===== config.mk =====
export PLATFORM = sky130hd
export DESIGN_NAME = vic20_bus_sched
export DESIGN_NICKNAME = d
export VERILOG_FILES = /design/src/rtl/vic20_bus_sched.sv
export SDC_FILE = /design/constraint.sdc
export NUM_CORES = 1
export LEC_CHECK = 0
export CAP_MARGIN = 20
export CORE_ASPECT_RATIO = 0.9
export CORE_MARGIN = 3
export CORE_UTILIZATION = 26
export CTS_BUF_LIST = sky130_fd_sc_hd__clkbuf_8
export DETAILED_ROUTE_END_ITERATION = 6
export PLACE_DENSITY = 0.79
export RECOVER_POWER = 50
export SLEW_MARGIN = 20
export SYNTH_ARGS = -nofsm -noshare
export SYNTH_HDL_FRONTEND = slang
export SYNTH_SLANG_ARGS = --single-unit

===== constraint.sdc =====
create_clock -name clk25 -period 1.8 [get_ports clk25]
set_clock_uncertainty 0.15 [all_clocks]
set_input_delay 0.36 -clock clk25 [delete_from_list [all_inputs] [get_ports clk25]]
set_output_delay 0.36 -clock clk25 [all_outputs]
set_load 0.03 [all_outputs]

===== src/rtl/vic20_bus_sched.sv =====
// vic20_bus_sched
// Divides the 25 MHz clock into a repeating 25-cycle (1 us) frame and shares
// the single RAM port between the CPU and the video fetcher.
//
// Ports:
//   clk25, reset                   clock and synchronous active-high reset
//   turbo[1:0]                     CPU rate select (00 1 MHz, 01 2 MHz, 1x 4 MHz)
//   cpu_addr/cpu_dout/cpu_rnw      registered CPU bus
//   cpu_clken, cpu_din             CPU advance strobe and read data
//   via1_clken, via4_clken         VIA phase-2 and 4x enables
//   via1_cs, via2_cs, via*_dout    VIA selects and read data
//   vid_req/vid_addr/vid_ack       video fetch request handshake
//   vid_valid, vid_data            fetched byte, one cycle after ack
//   ram_addr/ram_we/ram_din/ram_dout  dpram port (registered read)
module vic20_bus_sched #(
  parameter int FRAME_LEN = 25,
  parameter int VID_FIRST = 16,
  parameter int VID_LAST  = 23
) (
  input  logic        clk25,
  input  logic        reset,
  input  logic [1:0]  turbo,
  input  logic [15:0] cpu_addr,
  input  logic [7:0]  cpu_dout,
  input  logic        cpu_rnw,
  output logic        cpu_clken,
  output logic [7:0]  cpu_din,
  output logic        via1_clken,
  output logic        via4_clken,
  output logic        via1_cs,
  output logic        via2_cs,
  input  logic [7:0]  via1_dout,
  input  logic [7:0]  via2_dout,
  input  logic        vid_req,
  input  logic [13:0] vid_addr,
  output logic        vid_ack,
  output logic        vid_valid,
  output logic [7:0]  vid_data,
  output logic [15:0] ram_addr,
  output logic        ram_we,
  output logic [7:0]  ram_din,
  input  logic [7:0]  ram_dout
);

  localparam logic [4:0] LAST_PHASE = 5'(FRAME_LEN - 1);

  logic [4:0] phase_q, phase_d;
  logic [1:0] tmode_q, tmode_d;
  logic       vid_valid_q, vid_valid_d;

  logic        rate_2m, rate_4m;
  logic        in_video, slot_hit, pre_slot, via4_hit, ack;
  logic [15:0] vid_ram_addr;

  always_comb begin
    rate_4m  = tmode_q[1];
    rate_2m  = (tmode_q == 2'b01);
    in_video = (phase_q >= 5'(VID_FIRST)) && (phase_q <= 5'(VID_LAST));

    slot_hit = (phase_q == 5'd0)
            || ((rate_2m || rate_4m) && (phase_q == 5'd8))
            || (rate_4m && ((phase_q == 5'd4) || (phase_q == 5'd12)));

    // The write strobe lands in the last cycle before each CPU slot, so the
    // registered address/data have been stable for the whole CPU cycle.
    pre_slot = (phase_q == LAST_PHASE)
            || ((rate_2m || rate_4m) && (phase_q == 5'd7))
            || (rate_4m && ((phase_q == 5'd3) || (phase_q == 5'd11)));

    via4_hit = (phase_q < 5'd16)
            && (rate_4m
                || (rate_2m && !phase_q[0])
                || (!rate_2m && !rate_4m && (phase_q[1:0] == 2'b00)));

    ack = !reset && in_video && vid_req;

    // bit 13 clear selects the $8000 half of the 64K space
    vid_ram_addr = vid_addr[13] ? {3'b000, vid_addr[12:0]}
                                : {3'b100, vid_addr[12:0]};

    phase_d     = (phase_q == LAST_PHASE) ? 5'd0 : phase_q + 5'd1;
    // rate changes only at the frame boundary so a frame never gains or
    // loses a slot
    tmode_d     = (phase_q == LAST_PHASE) ? turbo : tmode_q;
    vid_valid_d = ack;
  end

  always_ff @(posedge clk25) begin
    if (reset) begin
      phase_q     <= 5'd0;
      tmode_q     <= 2'b00;
      vid_valid_q <= 1'b0;
    end else begin
      phase_q     <= phase_d;
      tmode_q     <= tmode_d;
      vid_valid_q <= vid_valid_d;
    end
  end

  assign cpu_clken  = !reset && slot_hit;
  assign via1_clken = cpu_clken;
  assign via4_clken = !reset && via4_hit;

  assign vid_ack  = ack;
  assign ram_addr = ack ? vid_ram_addr : cpu_addr;
  assign ram_we   = !reset && !in_video && pre_slot && !cpu_rnw;
  assign ram_din  = cpu_dout;

  // Gated by reset so a fetch in flight is dropped in the reset cycle itself.
  assign vid_valid = vid_valid_q && !reset;
  assign vid_data  = vid_valid ? ram_dout : 8'h00;

  assign via1_cs = (cpu_addr[15:4] == 12'h911);
  assign via2_cs = (cpu_addr[15:4] == 12'h912);
  assign cpu_din = via1_cs ? via1_dout : (via2_cs ? via2_dout : ram_dout);

endmodule


# After elaboration in Yosys (flattened, before gate mapping)
# Cells that the tools add are included.
op_classes:
  eq_ne: 10
  mux: 5
  order_cmp: 3
  reduce_logical: 35
  n_addsub: 1
ops:
  columns: ["op", "n"]
  rows:
  - ["$mux W16", 2]
  - ["$eq A12 B12 Y1 const B", 2]
  - ["$mux W8", 3]
  - ["$logic_and A1 B1 Y1", 17]
  - ["$eq A5 B4 Y1 const B", 3]
  - ["$eq A5 B3 Y1 const B", 2]
  - ["$logic_or A1 B1 Y1", 9]
  - ["$logic_not A1 Y1", 6]
  - ["$add A5 B1 Y5 const B", 1]
  - ["$eq A5 B2 Y1 const B", 1]
  - ["$eq A5 B5 Y1 const B", 1]
  - ["$ge A5 B5 Y1 const B", 1]
  - ["$le A5 B5 Y1 const B", 1]
  - ["$logic_not A5 Y1", 1]
  - ["$lt A5 B5 Y1 const B", 1]
  - ["$eq A2 B1 Y1 const B", 1]
  - ["$logic_not A2 Y1", 1]
  - ["$reduce_or A2 Y1", 1]
word_totals:
  elab_cells: 57
  regBits: 8
  inputBits: 68
  out_inout_bits: 48

# Longest topological paths before layout
depth:
  depth_word: 7
  depth_mapped: 6
  mapped_depth_nobuf: 6

# Worst setup path before layout
# OpenSTA, ideal clock, no wires.
synth_path:
  path_kind: "input to output"
  start: "in reset"
  end: "out via1_clken"
  stages: 3
  arrival_time_ps: 2004
  n_path_buf: 2
  slack_ps: -714
  cell_sequence: "clkbuf_1 > nor4b_1 > buf_4"
synth_via:
  elab_chain_len: 2
synth_rtl:
  columns: ["item", "line", "text"]
  rows:
  - ["from (decl)", "21", "input logic reset,"]
  - ["$logic_not A1 Y1", "100", "assign cpu_clken = !reset && slot_hit;"]
  - ["$logic_and A1 B1 Y1", "100", null]
  - ["to (decl)", "28", "output logic via1_clken,"]
# No other way between the ends.

# Worst setup path after layout
layout_path:
  start: "reg phase_q[0]"
  end: "out ram_addr[9]"
layout_via:
  elab_chain_len: 5
  word_cells_on_any_way: 6
  classes_between: "2 x order compare; 1 x mux; 3 x reduce/logical"
layout_rtl:
  columns: ["item", "line", "text"]
  rows:
  - ["from (decl)", "47", "logic [4:0] phase_q, phase_d;"]
  - ["from (signal assigned)", "94", "phase_q <= phase_d;"]
  - ["$ge A5 B5 Y1 or $le A5 B5 Y1 (tied branches)", "58", "in_video = (phase_q >= 5'(VID_FIRST)) && (phase_q <= 5'(VID_LAST));"]
  - ["$logic_and A1 B1 Y1 *", "58", null]
  - ["$logic_and A1 B1 Y1 * (2 in series)", "75", "ack = !reset && in_video && vid_req;"]
  - ["$mux W16 *", "105", "assign ram_addr = ack ? vid_ram_addr : cpu_addr;"]
  - ["to (decl)", "39", "output logic [15:0] ram_addr,"]
# Mark *: on every way between the ends. The rest lies on a longest branch, timed or not.

==> results.toml <==
[power]
vdd_drop_max_uv = 205
leakage_nw = 1.29
p_sw_share_pct = 34.4
total_power_uw = 962
p_comb_share_pct = 57.5
p_int_uw = 631
power_frac_clock_pct = 22.4
p_sw_uw = 331
power_density_nw_per_um2 = 320
seq_power_share_pct = 20.1

[place]
place_hpwl_mm = 3.33
dp_slack_ns = -0.874
port_buffers = 99
place_area_sq_um = 2450
gp_congestion = 0.772

[detailed_routing]
drt_iter0_markers = 56
vias_per_cell = 5.05
dr.pass1.iters = 4
wl_per_cell_um = 16.9
antenna_left = 0
drc = 0
dr_total_vias = 1566
routed_wl_mm = 5.25

[yosys]
yosys.area.top_type = "dfxtp_1"
yosysMostFrequentCell = "nand3_1"
ys_types = 34
synthCells = 138
syn-num-nets = 208
yosysTopAreaCellShare_pct = 15.1
syn_avg_cell_area_sq_um = 7.67
synth.area.mux_share_pct = 17.1
synth_xor_area_share_pct = 2.48
synth_top_family_by_area = "simple AND/OR/NAND/NOR gates"
syn-cell-area_sq_um = 1060
synthTopCellsByArea = "dfxtp_1, mux2_2, nand3_1"
yosysWarnings = 0
yosys_most_used_dff = "dfxtp_1"
ys_ff_latch = 8
async_reset_ff_share_pct = 0
synth-compound-area-share_pct = 15.5
synth_common_cells = "nand3_1, and2_1, buf_4, nor2_1, nand2_1"
synth_fa_ha_area_share_pct = 2.36
synth-edff-count = 0
yosysSeqAreaShare_pct = 15.1
yosys.area_share.simple_pct = 34.3

[cts]
htreeDepth = 1
path_clk_slew_ns = 0.04
cts_tree = "built"
insertion_delay_ns = 0.23
cts_buffers = 3
cts_num_sinks = 8
hold_buffers = 0
cts_root_buffer = "clkbuf_8"
clock_path_buffers = 2

[cells_and_area]
final_nets = 336
diodes = 0
postLayoutCellArea_sq_um = 3000
drive_above_1_share_pct = 60.2
area_delta_synth_final_pct = 184

[worst_hold_path]
min_path_type = "in2reg"
min_path_cells = 3

[floorplan]
ios = 116
num_rows = 21
start_util_pct = 27.8
core_area_sq_um = 3810
dieArea_sq_um = 4870
die_x_um = 73.3
die_height_um = 66.5

[sta]
fin_ws_ns = -0.398
fin_crit_sh_pct = 122
final-hold-violation-count = 0
slew_headroom_pct = 77.7
maxSlewViolCount = 0
tns_ns = -9.77
tightest_slew_ns = 0.333
setup_violations = 31
clock.fmax_mhz = 455
layout_min_cycle_time_ns = 2.20
hold_ws_ns = 0.376
rsz0062_at_grt = "yes"

[critical_path]
worstPathRequired_ns = 1.29
worstSetupStartpointType = "register"
endpoint_kind = "primary output"
worstSetupPathType = "reg2out"
crit_fanout = 5
r2r_cells = 9
worstPathArrival_ns = 1.69

[grt]
grt_pass1_wl_mm = 8.10
antenna_found_initial = 0
grt_pass1_vias = 1668
grt_max_degree = 10
grt.overflow.total = 0
track_usage_pct = 21.6

[run_status]
status = "complete, but fails checks"
failed_checks = "negative setup slack"

[job]
drv_cap = 0
[power groups by stage]
stage	registers [mW]	clock network, mW	logic [mW]
final	0.193	0.215	0.553
after global routing	0.194	0.234	0.581
after detailed placement	0.197	0	0.461
after floorplan	0.198	0	0.248
after global placement	0.196	0	0.455
after CTS	0.193	0.222	0.536
[placed cells by master, fill, tap and decap left out, drive strengths merged, types with 3 or more instances in the layout]
cell           Yosys  routed
and2              13      13
nor2b              3       4
buf               13      87
clkdlybuf4s50      0      44
nand3             18      18
a31oi              8       8
mux2              13      13
inv                6       6
o21a               8       8
dfxtp              8       8
dlygate4sd2        0       5
nand2             10      10
nor2              12      12
a21oi              3       3
clkbuf             4       4
[per-layer routing]
layer | wire length [um] | GRT usage (%) | part of all wire [%]
met1 | 1920 | 24.7 | 37
met2 | 2650 | 38.2 | 50
met3 | 551 | 6.33 | 11
met4 | 123 | 6.91 | 2.3
met5 | 0 | 0 | 0
[cell families after synthesis]
group                      after synthesis
xor gates and xnor gates                 3
buffers and inverters                   23
AOI/OAI and AO/OA                       22
muxes                                   15
adders and majority gates                2
DFF                                      8
and+or+nand+nor                         65
[critical path, stage by stage, from the launching register on]
cell       delay (ns)
dfxtp_4          0.36
ha_4             0.17
o2111ai_4        0.23
buf_12           0.16
buf_8            0.11
mux2_4           0.30
buf_6            0.14
[registers in the layout, indices dropped and copies added (netlist names)]
register,count
tmode_q,2
phase_q,5
vid_valid_q,1
[repair_timing]
item                       in CTS  in global routing
setup buffers                   8                  7
pin swaps                      19                 10
cloned                          4                  0
setup endpoints to repair      40                 39
gates resized for setup       183                 11
[metrics by stage]
stage	util, %	cells
global route	78.8	310
finish	78.8	310
floorplan	-	138
global placement	64.4	291
detailed placement	64.4	291
CTS	77.8	306
[path summary, 6_finish.rpt]
kind / start / end / slack (ns)
setup / recovery: phase_q[0] / ram_addr[9] / -0.40
hold / removal: reset / tmode_q[1] / 0.38
setup reg to reg: phase_q[0] / tmode_q[1] / 0.03
hold reg to reg: tmode_q[0] / tmode_q[0] / 0.42
[cell type report]
class / count / area (sq um)
Multi-Input combinational cell: 108 / 1290
Timing Repair Buffer: 139 / 1420
Inverter: 6 / 27.5
Clock buffer: 3 / 41.3
Sequential cell: 8 / 169
Tap cell: 46 / 57.6
Fill cell: 256 / 807
No activity file was read; power rests on OpenSTA's default activity.
